<file path="config.mk">
export PLATFORM = sky130hd
export DESIGN_NAME = rom_streamer
export DESIGN_NICKNAME = d
export VERILOG_FILES = /design/src/rtl/rom_pkg.sv /design/src/rtl/sync_fifo2.sv /design/src/rtl/rom_streamer.sv
export SDC_FILE = /design/constraint.sdc
export NUM_CORES = 1
export LEC_CHECK = 0
export CORE_UTILIZATION = 55
export DETAILED_ROUTE_END_ITERATION = 10
export PLACE_DENSITY_LB_ADDON = 0.3
export SLEW_MARGIN = 40
export SYNTH_ARGS = -nofsm -noshare
export SYNTH_HDL_FRONTEND = slang
export SYNTH_SLANG_ARGS = --single-unit
</file>
<file path="constraint.sdc">
create_clock -name clk -period 5.9 [get_ports clk]
set_clock_uncertainty 0.05 [all_clocks]
set_input_delay 0.59 -clock clk [delete_from_list [all_inputs] [get_ports clk]]
set_output_delay 0.59 -clock clk [all_outputs]
set_load 0.02 [all_outputs]
</file>
<file path="src/rtl/rom_pkg.sv">
// Shared constants for the ROM streaming master: FSM state encodings and FIFO depth.
package rom_pkg;

    localparam logic [1:0] ST_IDLE  = 2'd0;
    localparam logic [1:0] ST_RUN   = 2'd1;
    localparam logic [1:0] ST_DRAIN = 2'd2;
    localparam logic [1:0] ST_DONE  = 2'd3;

    localparam int unsigned FIFO_DEPTH = 2;

endpackage

</file>
<file path="src/rtl/sync_fifo2.sv">
// Two-entry first-word-fall-through FIFO; head entry drives dout directly.
module sync_fifo2
    import rom_pkg::*;
#(
    parameter int unsigned WIDTH = 32
) (
    input  logic             clk,
    input  logic             rst,
    input  logic             flush,
    input  logic             push,
    input  logic             pop,
    input  logic [WIDTH-1:0] din,
    output logic [WIDTH-1:0] dout,
    output logic             empty,
    output logic             full,
    output logic [1:0]       count
);

    logic [WIDTH-1:0] head;
    logic [WIDTH-1:0] tail;
    logic [1:0]       occ;

    assign dout  = head;
    assign count = occ;
    assign empty = (occ == 2'd0);
    assign full  = (occ == 2'(FIFO_DEPTH));

    // Storage and occupancy update; flush empties the FIFO like reset.
    always_ff @(posedge clk) begin
        if (rst || flush) begin
            head <= '0;
            tail <= '0;
            occ  <= '0;
        end else begin
            assert (!(push && !pop && full));
            assert (!(pop && empty));
            unique case ({push, pop})
                2'b10: begin
                    if (occ == 2'd0) head <= din;
                    else             tail <= din;
                    occ <= occ + 2'd1;
                end
                2'b01: begin
                    head <= tail;
                    occ  <= occ - 2'd1;
                end
                2'b11: begin
                    // Occupancy unchanged: either replace the lone head or shift and refill.
                    if (occ == 2'd2) begin
                        head <= tail;
                        tail <= din;
                    end else begin
                        head <= din;
                    end
                end
                default: ;
            endcase
        end
    end

endmodule

</file>
<file path="src/rtl/rom_streamer.sv">
// Read-side master for a synchronous program ROM: walks a window of words and
// presents them as a bubble-free valid/ready stream through a 2-entry FIFO.
module rom_streamer
    import rom_pkg::*;
#(
    parameter int unsigned ADDR_WIDTH = 3,
    parameter int unsigned WIDTH      = 32
) (
    input  logic                  clk,
    input  logic                  rst,
    input  logic                  start,
    input  logic                  stop,
    input  logic                  loop,
    input  logic [ADDR_WIDTH-1:0] base_addr,
    input  logic [ADDR_WIDTH:0]   count,
    output logic [ADDR_WIDTH-1:0] rom_addr,
    input  logic [WIDTH-1:0]      rom_q,
    output logic [WIDTH-1:0]      out_data,
    output logic                  out_valid,
    input  logic                  out_ready,
    output logic                  busy,
    output logic                  done
);

    logic [1:0]            state;
    logic [ADDR_WIDTH-1:0] next_addr;
    logic [ADDR_WIDTH-1:0] addr_hold;
    logic [ADDR_WIDTH:0]   remaining;
    logic [ADDR_WIDTH:0]   count_reg;
    logic [ADDR_WIDTH-1:0] base_reg;
    logic                  loop_reg;
    logic                  rd_pend;

    logic [1:0]            fifo_count;
    logic                  fifo_empty;
    logic                  fifo_full;
    logic                  pop;
    logic                  credit_ok;
    logic                  issue;
    logic                  drain_done;

    assign out_valid = !fifo_empty;
    assign pop       = out_valid & out_ready;
    assign busy      = (state != ST_IDLE);
    assign done      = (state == ST_DONE);

    // At most two words may be stored or in flight once this cycle's pop is accounted for.
    assign credit_ok = ({1'b0, fifo_count} + {2'b00, rd_pend}) <= (3'd1 + {2'b00, pop});
    assign issue     = (state == ST_RUN) && (remaining != '0) && credit_ok && !stop;

    // The issued address is presented combinationally so the registered ROM returns
    // its word while rd_pend is high; addr_hold keeps the last address between issues.
    assign rom_addr  = issue ? next_addr : addr_hold;

    // The FIFO will be empty after this edge with nothing left in flight.
    assign drain_done = !rd_pend && ((fifo_count == 2'd0) || (fifo_count == 2'd1 && pop));

    sync_fifo2 #(
        .WIDTH (WIDTH)
    ) u_fifo (
        .clk   (clk),
        .rst   (rst),
        .flush (stop),
        .push  (rd_pend),
        .pop   (pop),
        .din   (rom_q),
        .dout  (out_data),
        .empty (fifo_empty),
        .full  (fifo_full),
        .count (fifo_count)
    );

    // FSM, address/remaining counters and read-pending tracking.
    always_ff @(posedge clk) begin
        if (rst) begin
            state     <= ST_IDLE;
            next_addr <= '0;
            addr_hold <= '0;
            remaining <= '0;
            count_reg <= '0;
            base_reg  <= '0;
            loop_reg  <= 1'b0;
            rd_pend   <= 1'b0;
        end else if (stop) begin
            state     <= ST_IDLE;
            remaining <= '0;
            rd_pend   <= 1'b0;
        end else begin
            assert (!(rd_pend && fifo_full && !pop));
            rd_pend <= issue;
            if (issue) addr_hold <= next_addr;
            case (state)
                ST_IDLE: begin
                    if (start) begin
                        base_reg  <= base_addr;
                        count_reg <= count;
                        loop_reg  <= loop;
                        next_addr <= base_addr;
                        remaining <= count;
                        state     <= (count == '0) ? ST_DONE : ST_RUN;
                    end
                end
                ST_RUN: begin
                    if (issue) begin
                        if (remaining == (ADDR_WIDTH+1)'(1)) begin
                            if (loop_reg) begin
                                remaining <= count_reg;
                                next_addr <= base_reg;
                            end else begin
                                remaining <= '0;
                                next_addr <= next_addr + ADDR_WIDTH'(1);
                                state     <= ST_DRAIN;
                            end
                        end else begin
                            remaining <= remaining - (ADDR_WIDTH+1)'(1);
                            next_addr <= next_addr + ADDR_WIDTH'(1);
                        end
                    end
                end
                ST_DRAIN: begin
                    if (drain_done) state <= ST_DONE;
                end
                default: begin
                    state <= ST_IDLE;
                end
            endcase
        end
    end

endmodule

</file>
==> impl_metrics.toml, run 1 <==
[outcome]
status = "finished clean"

[clock_tree]
root_buffer = "clkbuf_8"
clkLatencyLatePin_ns = 0.35
cts_setup_buffers = 0
cts_tree = "done"
holdBufCountCts = 0
clkTransAtPathRegs_ns = 0.08
htreeDepth = 3
cts_made_buffers = 9
cts_resized = 0
clkSinkCount = 87
clk_path_buf_depth = 2

[pwr]
ir_worst_vdd_uv = 130
finalPower_mw = 1.16
power_density_nw_per_um2 = 233
p_leak_nw = 1.94

[sta]
slew_headroom_pct = 50.5
setup_slack_ns = 1.30
hold_ws_ns = 0.406
tightest_slew_ns = 0.743
setup-tns-final_ns = 0
rsz0062_at_grt = "no"
fin_crit_ns = 4.60
slew_violations = 0
hold_violations = 0
fmax_ghz = 0.217
setup_viol = 0
period_share_pct = 78.0

[yosys]
synth_area_leaders = "dfxtp_1 (45%), mux2i_1 (12%), nand2_1 (6.9%)"
syn_nets = 502
ys_seq_area_share_pct = 44.8
synth-seq-cells = 87
yosys_warnings = 0
synthCells = 443
synthDominantCellAreaShare_pct = 44.8
netlist_area_um2 = 3890
syn_area_per_cell_um2 = 8.78
yosys.cell_types.count = 41
yosysTopAreaCell = "dfxtp_1"

[layout]
antenna-diode-count = 0
multi_input_area_um2 = 2010
n_fill_cell = 521
layout.area.seq_um2 = 1740
layout.nets = 571
area_growth_pct = 28.1
drive_above_1_share_pct = 6.38

[detailed_routing]
wl_per_cell_um = 13.9
drt.antenna.violating_nets = 0
via_count = 3371
avgViaCountPerCell = 5.50
drt_first_pass_iters = 4
drc = 0
routed_wl_um = 8500
first_iter_violations = 126

[floorplanning]
fp.dieW_um = 86.1
ios = 83
floorplan.initialDensity_pct = 57.2
die-area_um2 = 7410
fp.dieH_um = 86.1
core_um2 = 6790
num_rows = 30

[global_route]
antenna_found_initial = 0
overflow = 0
grt_usage_pct = 23.9
grt_max_degree = 73
grt_pass1_vias = 3228
grt_pass1_wl_um = 14100

[setup_path]
rrSetupSlack_ns = 2.49
crit_start = "u_fifo.count[1]$_SDFFE_PP0P_"
path_class = "reg -> out"
endpoint = "rom_addr[1]"
r2r_cells = 11
worstPathArrival_ns = 3.96
r2r-end = "state[1]$_SDFFE_PP0P_"
path_max_fanout = 5
critical_path.reg2reg.startpoint = "u_fifo.count[1]$_SDFFE_PP0P_"
end_kind = "output pin"
required_ns = 5.26
worst_setup_path_start_kind = "flop"

[place]
place.gp.congestion = 0.864
io_buffers = 82
place_hpwl_um = 5770
post-place-ws_ns = 1.46

[job]
maxCapViolCount = 0

[worst_hold_path]
hold_class = "reg -> reg"
==> per-layer routing <==
metal / track usage, % / wire, µm / vias to the layer above
met5: 0 / 0 / -
met4: 9.39 / 107 / 0
met3: 6.26 / 484 / 10
met2: 43.2 / 4290 / 106
met1: 26.6 / 3610 / 1575
li1: - / - / 1680
==> worst max-delay path, stage by stage (launching register included) <==
cell,delay (ns)
dfxtp_1,0.38
inv_1,0.12
ha_1,0.22
inv_1,0.16
nand2_1,0.19
inv_1,0.21
fa_1,0.46
o21ba_2,0.22
a221o_2,0.37
nor3b_2,0.34
mux2_2,0.40
clkdlybuf4s50_1,0.55
==> power breakdown <==
group          total, mW  switching [mW]  internal (mW)
Clock              0.424           0.215          0.209
Sequential         0.605         0.00862          0.596
Combinational      0.131          0.0665         0.0644
==> final cells by class <==
cell class / instances / area share, %
Clock buffer: 10 / 2.76
Clock inverter: 6 / 1.36
Multi-Input combinational cell: 315 / 40.4
Inverter: 13 / 0.980
Timing Repair Buffer: 86 / 17.1
Tap cell: 96 / 2.41
Sequential cell: 87 / 35.0
==> Yosys cell counts (all sizes together) <==
master,count
a2111oi,1
a211oi,36
a21oi,39
a221o,1
a31oi,1
and3,1
and4bb,1
buf,3
clkbuf,25
dfxtp,87
fa,1
ha,13
inv,13
mux2,3
mux2i,45
nand2,71
nand2b,2
nand3,6
nand3b,1
nor2,51
nor2b,5
nor3,3
nor3b,2
nor4,1
o2111ai,2
o211a,1
o211ai,4
o21a,2
o21ai,11
o21ba,1
o31a,1
o31ai,1
o41ai,2
or2,2
xnor2,3
xor2,1
==> cell families after synthesis <==
logic type | synth area share [%]
simple gates | 15.9
compound gates | 17.2
flops | 44.8
mux | 12.5
buf+inv | 4.06
fa+ha+maj | 4.70
xor+xnor | 0.901
==> placed cells by master (no fill, tap or decap), types with 2 or more instances in the layout <==
cell type	Yosys	layout
dfxtp_1	87	87
clkdlybuf4s50_1	0	82
nand2_1	71	71
nor2_1	50	50
mux2i_1	45	45
a21oi_1	39	39
a211oi_1	35	35
inv_1	13	13
ha_1	13	13
clkbuf_8	0	10
o21ai_0	9	9
nand3_1	6	6
nor2b_1	5	5
o211ai_1	4	4
buf_4	0	4
mux2_2	3	3
xnor2_1	3	3
nor3_1	3	3
o21ai_4	0	2
nand2b_1	2	2
o41ai_1	2	2
o21a_1	2	2
o2111ai_1	2	2
inv_6	0	2
clkinvlp_4	0	2
==> how the worst min path moves through the flow <==
stage                                               to  cells past startpoint  slack [ns]                         start
after floorplan            u_fifo.tail[0]$_SDFFE_PP0P_                      2        0.39   u_fifo.tail[0]$_SDFFE_PP0P_
after global placement    u_fifo.tail[11]$_SDFFE_PP0P_                      2        0.39  u_fifo.tail[11]$_SDFFE_PP0P_
after CTS                  u_fifo.tail[2]$_SDFFE_PP0P_                      2        0.41   u_fifo.tail[2]$_SDFFE_PP0P_
final                     u_fifo.tail[30]$_SDFFE_PP0P_                      2        0.41  u_fifo.tail[30]$_SDFFE_PP0P_
after global routing      u_fifo.tail[30]$_SDFFE_PP0P_                      2        0.42  u_fifo.tail[30]$_SDFFE_PP0P_
after detailed placement  u_fifo.tail[27]$_SDFFE_PP0P_                      2        0.40  u_fifo.tail[27]$_SDFFE_PP0P_
==> through the flow <==
step	std cells	utilization, %	cell area, µm²
CTS	613	73.3	4980
floorplan	443	-	3890
global route	613	73.3	4980
finish	613	73.3	4980
detailed placement	597	70.3	4770
global placement	597	70.2	4770
No activity file was read; power rests on OpenSTA's default activity.
==> inputs of run 2 (changes only) <==
- CORE_UTILIZATION: 55 -> 51
- clock period: 5.9 -> 4.25 ns (I/O delays scaled with it)
==> run 2 against run 1 <==
Net effect:
- utilization is 3.9 points lower
- routed wire length is 3.3% higher
- via count is 1.4% lower
- worst setup slack worse by 1.1 ns
- register-to-register slack worse by 1.4 ns
- critical path depth is 1 higher
- largest power group unchanged
- non-clock buffer count is 6 higher
- largest cell class unchanged
==> impl_metrics.toml, run 2 (synthesis gave the netlist of run 1 again) <==
[layout]
layout.nets = 577
layout.area.seq_um2 = 1740
final_cell_mix = "dfxtp_1 (87), clkdlybuf4s50_1 (79), nand2_1 (71)"
design_area_um2 = 5060
area_growth_pct = 30.1
antenna-diode-count = 0
multi_input_area_um2 = 2020
drive_above_1_share_pct = 7.65
final_common_cell = "dfxtp_1"
n_fill_cell = 599

[worst_hold_path]
hold_path.startpoint = "u_fifo.tail[10]$_SDFFE_PP0P_"
min_path_cells = 2
hold_class = "reg -> reg"
min_to = "u_fifo.tail[10]$_SDFFE_PP0P_"

[clock_tree]
root_buffer = "clkbuf_8"
cts_tree = "done"
cts_made_buffers = 9
htreeDepth = 3
clkTransAtPathRegs_ns = 0.08
clkLatencyLatePin_ns = 0.35
clk_path_buf_depth = 2
holdBufCountCts = 0
clkSinkCount = 87

[outcome]
status = "finished clean"

[sta]
period_share_pct = 95.1
slew_headroom_pct = 51.3
setup-tns-final_ns = 0
fmax_ghz = 0.247
setup_viol = 0
fin_crit_ns = 4.04
hold_violations = 0
tightest_slew_ns = 0.731
slew_violations = 0
rsz0062_at_grt = "no"

[place]
dpl_cell_area_um2 = 4810
io_buffers = 82
place_hpwl_um = 5970
place.gp.congestion = 0.850

[detailed_routing]
drc = 0
drt.antenna.violating_nets = 0
routed_wl_um = 8780
via_count = 3324
drt_first_pass_iters = 4
wl_per_cell_um = 14.1
first_iter_violations = 95
avgViaCountPerCell = 5.34

[global_route]
grt_pass1_vias = 3066
grt_pass1_wl_um = 13800
grt_max_degree = 65
overflow = 0
grt_usage_pct = 22.5
antenna_found_initial = 0

[floorplanning]
fp.dieW_um = 89.3
core_um2 = 7290
fp.dieH_um = 89.3
floorplan.initialDensity_pct = 53.3
num_rows = 31
die-area_um2 = 7980
ios = 83

[setup_path]
end_kind = "output pin"
r2r-end = "addr_hold[2]$_SDFFE_PP0N_"
rrSetupSlack_ns = 1.07
path_max_fanout = 5
worstPathArrival_ns = 3.57
critical_path.reg2reg.startpoint = "u_fifo.count[1]$_SDFFE_PP0P_"
required_ns = 3.77
r2r_cells = 12
path_class = "reg -> out"
worst_setup_path_start_kind = "flop"

[pwr]
p_leak_nw = 2.03
ir_worst_vdd_uv = 199
power_density_nw_per_um2 = 331

[job]
maxCapViolCount = 0
==> run 2: where the power goes <==
group	internal (mW)	switching, mW	leakage [nW]	total, mW
sequential	0.828	0.0120	0.703	0.840
clock	0.350	0.299	0.113	0.650
combinational	0.0915	0.0931	1.21	0.185
total	1.27	0.405	2.03	1.67
==> run 2: what timing repair did <==
action,CTS,global route
pin swaps,1,1
buffers inserted,0,2
resized for setup,3,3
endpoints found under the setup margin,3,2
==> run 2: metal layers <==
layer / up-vias / wire [µm] / global-route usage, %
met4: 0 / 148 / 8.08
met3: 14 / 435 / 4.89
met5: - / 0 / 0
met1: 1542 / 3940 / 27.6
met2: 75 / 4250 / 38.8
li1: 1693 / - / -
==> run 2: worst max path at each step <==
stage	startpoint	end	slack, ns	depth (start not counted)
final	u_fifo.count[1]$_SDFFE_PP0P_	rom_addr[1]	0.21	12
after global routing	u_fifo.count[1]$_SDFFE_PP0P_	rom_addr[1]	0.04	12
after CTS	u_fifo.count[1]$_SDFFE_PP0P_	rom_addr[2]	0.01	11
after detailed placement	out_ready	rom_addr[1]	0.22	9
after global placement	out_ready	rom_addr[2]	0.32	9
after floorplan	u_fifo.count[1]$_SDFFE_PP0P_	rom_addr[0]	0.96	10
==> run 2: worst max-delay path: stages, from the launching register on <==
cell and delay, ns:
dfxtp_1 0.39, inv_1 0.13, ha_1 0.23, inv_2 0.11
nand2_1 0.10, inv_2 0.12, fa_1 0.45, o21ba_2 0.22
a221o_2 0.37, nor3b_4 0.28, buf_4 0.15, mux2_2 0.33
dlygate4sd2_1 0.33
==> run 2: per-stage QoR <==
| stage | util (%) | hold WS, ns | worst slack, ns | power [mW] | cells |
|---|---|---|---|---|---|
| after CTS | 69.1 | 0.408 | 0.0101 | 1.68 | 620 |
| after global routing | 69.4 | 0.422 | 0.0385 | 1.74 | 622 |
| after floorplan | - | 0.386 | 0.958 | 0.959 | 443 |
| after global placement | 65.9 | 0.391 | 0.323 | 1.03 | 604 |
| after detailed placement | 65.9 | 0.396 | 0.218 | 1.04 | 604 |
| final | 69.4 | 0.407 | 0.207 | 1.67 | 622 |
==> run 2: final cells by class <==
cell class                 count  area share (%)
clock buffer                  10            2.72
sequential                    87            34.4
tap                           99            2.45
inverter                      13           0.965
clock inverter                 6            1.78
multi-input combinational    315            39.9
timing repair buffer          92            17.8
==> inputs of run 3 (changes only) <==
- REMOVE_ABC_BUFFERS: default -> 1
==> run 3 against run 2 <==
Net effect:
- register-to-register slack about the same
- hold slack about the same
- die area stayed put
- cell count shrank 0.32%
- sequential power about the same
- clock-buffer cell count unchanged
- utilization decreased by 0.89 points
- critical path depth unchanged
- critical path type unchanged
==> impl_metrics.toml, run 3 (synthesis gave the netlist of run 1 again) <==
[pwr]
ir_worst_vdd_uv = 204
p_leak_nw = 1.98
comb_power_share_pct = 11.7
p_sw_share_pct = 26.0
finalPower_mw = 1.55
power.share.clock_pct = 34.1
internal_power_mw = 1.15
power_density_nw_per_um2 = 311
p_seq_share_pct = 54.1
p_switching_mw = 0.403

[floorplanning]
core_um2 = 7290
fp.dieH_um = 89.3
fp.dieW_um = 89.3
ios = 83
num_rows = 31
floorplan.initialDensity_pct = 53.3
die-area_um2 = 7980

[sta]
period_share_pct = 94.5
rsz0062_at_grt = "no"
setup_viol = 0
tightest_slew_ns = 0.716
fin_crit_ns = 4.02
slew_violations = 0
slew_headroom_pct = 52.3
hold_violations = 0
setup-tns-final_ns = 0
fmax_ghz = 0.249

[clock_tree]
clk_path_buf_depth = 2
root_buffer = "clkbuf_8"
clkSinkCount = 87
cts_tree = "done"
htreeDepth = 3
clkLatencyLatePin_ns = 0.35
clkTransAtPathRegs_ns = 0.09
cts_made_buffers = 9
holdBufCountCts = 0

[layout]
final_cell_mix = "dfxtp_1 (87), clkdlybuf4s50_1 (79), nand2_1 (71)"
layout.nets = 575
area_growth_pct = 28.5
antenna-diode-count = 0
n_fill_cell = 623
final_common_cell = "dfxtp_1"
drive_above_1_share_pct = 7.29

[outcome]
status = "finished clean"

[detailed_routing]
drt.antenna.violating_nets = 0
first_iter_violations = 127
drt_first_pass_iters = 4
via_count = 3372
drc = 0
avgViaCountPerCell = 5.44
wl_per_cell_um = 13.7
routed_wl_um = 8470

[setup_path]
required_ns = 3.77
path_max_fanout = 5
path_class = "reg -> out"
critical_path.reg2reg.startpoint = "u_fifo.count[1]$_SDFFE_PP0P_"
r2r-end = "state[1]$_SDFFE_PP0P_"
endpoint = "rom_addr[0]"
worstPathArrival_ns = 3.54
rrSetupSlack_ns = 1.08
r2r_cells = 11
crit_start = "u_fifo.count[1]$_SDFFE_PP0P_"
end_kind = "output pin"
worst_setup_path_start_kind = "flop"

[global_route]
overflow = 0
grt_pass1_wl_um = 13800
grt_usage_pct = 22.4
antenna_found_initial = 0
grt_pass1_vias = 3166
grt_max_degree = 65

[worst_hold_path]
hold_class = "reg -> reg"
hold_path.startpoint = "u_fifo.tail[18]$_SDFFE_PP0P_"

[place]
place.gp.congestion = 0.848
io_buffers = 82
place_hpwl_um = 5820

[job]
maxCapViolCount = 0
-- run 3: repair_timing --
item,CTS,global route
endpoints found under the setup margin,3,1
buffers inserted,0,1
pin swaps,0,1
endpoints found under the hold margin,0,0
resized for setup,4,2
-- run 3: critical path, cell delays in order, from the launching register on --
cell and delay [ns]:
dfxtp_1 0.40, inv_1 0.13, ha_1 0.23, inv_2 0.11
nand2_1 0.09, inv_2 0.12, fa_1 0.45, o21ba_2 0.23
a221o_2 0.36, nor3b_4 0.27, buf_4 0.16, mux2_2 0.33
dlygate4sd2_1 0.32
-- run 3: metrics by stage --
| step | area, µm² | utilization (%) | std cells | hold slack (ns) | worst slack, ns |
|---|---|---|---|---|---|
| after detailed placement | 4800 | 65.8 | 603 | 0.396 | 0.236 |
| after floorplan | 3780 | - | 415 | 0.386 | 0.838 |
| after CTS | 4980 | 68.3 | 619 | 0.408 | 0.00203 |
| after global placement | 4800 | 65.8 | 603 | 0.391 | 0.298 |
| after global routing | 4990 | 68.5 | 620 | 0.427 | 0.0552 |
| final | 4990 | 68.5 | 620 | 0.407 | 0.233 |
-- run 3: final cells by class --
class                      instances  area (µm²)  share of cell area, %
inverter                          13        48.8                  0.977
tap                               99         124                   2.48
multi-input combinational        315        2020                   40.4
timing repair buffer              90         881                   17.6
sequential                        87        1740                   34.9
clock inverter                     6        43.8                  0.877
clock buffer                      10         138                   2.76
-- run 3: routing by layer --
layer	track usage [%]	part of all wire (%)	up-vias
li1	-	-	1692
met4	8.95	1.8	0
met3	4.89	5.5	13
met5	0	0	-
met2	40.0	49	96
met1	26.2	44	1571
-- run 3: worst min path at each step --
stage	to	cells after the start
after CTS	u_fifo.tail[24]$_SDFFE_PP0P_	2
after floorplan	u_fifo.tail[0]$_SDFFE_PP0P_	2
after detailed placement	u_fifo.tail[24]$_SDFFE_PP0P_	2
after global placement	u_fifo.tail[26]$_SDFFE_PP0P_	2
after global routing	u_fifo.tail[24]$_SDFFE_PP0P_	2
final	u_fifo.tail[18]$_SDFFE_PP0P_	2
-- run 3: power by group through the flow --
| stage | Combinational, mW | Sequential (mW) | Clock, mW |
|---|---|---|---|
| floorplan | 0.0966 | 0.859 | 0 |
| global placement | 0.175 | 0.859 | 0 |
| detailed placement | 0.180 | 0.859 | 0 |
| CTS | 0.182 | 0.840 | 0.541 |
| global route | 0.201 | 0.843 | 0.574 |
| finish | 0.182 | 0.840 | 0.530 |
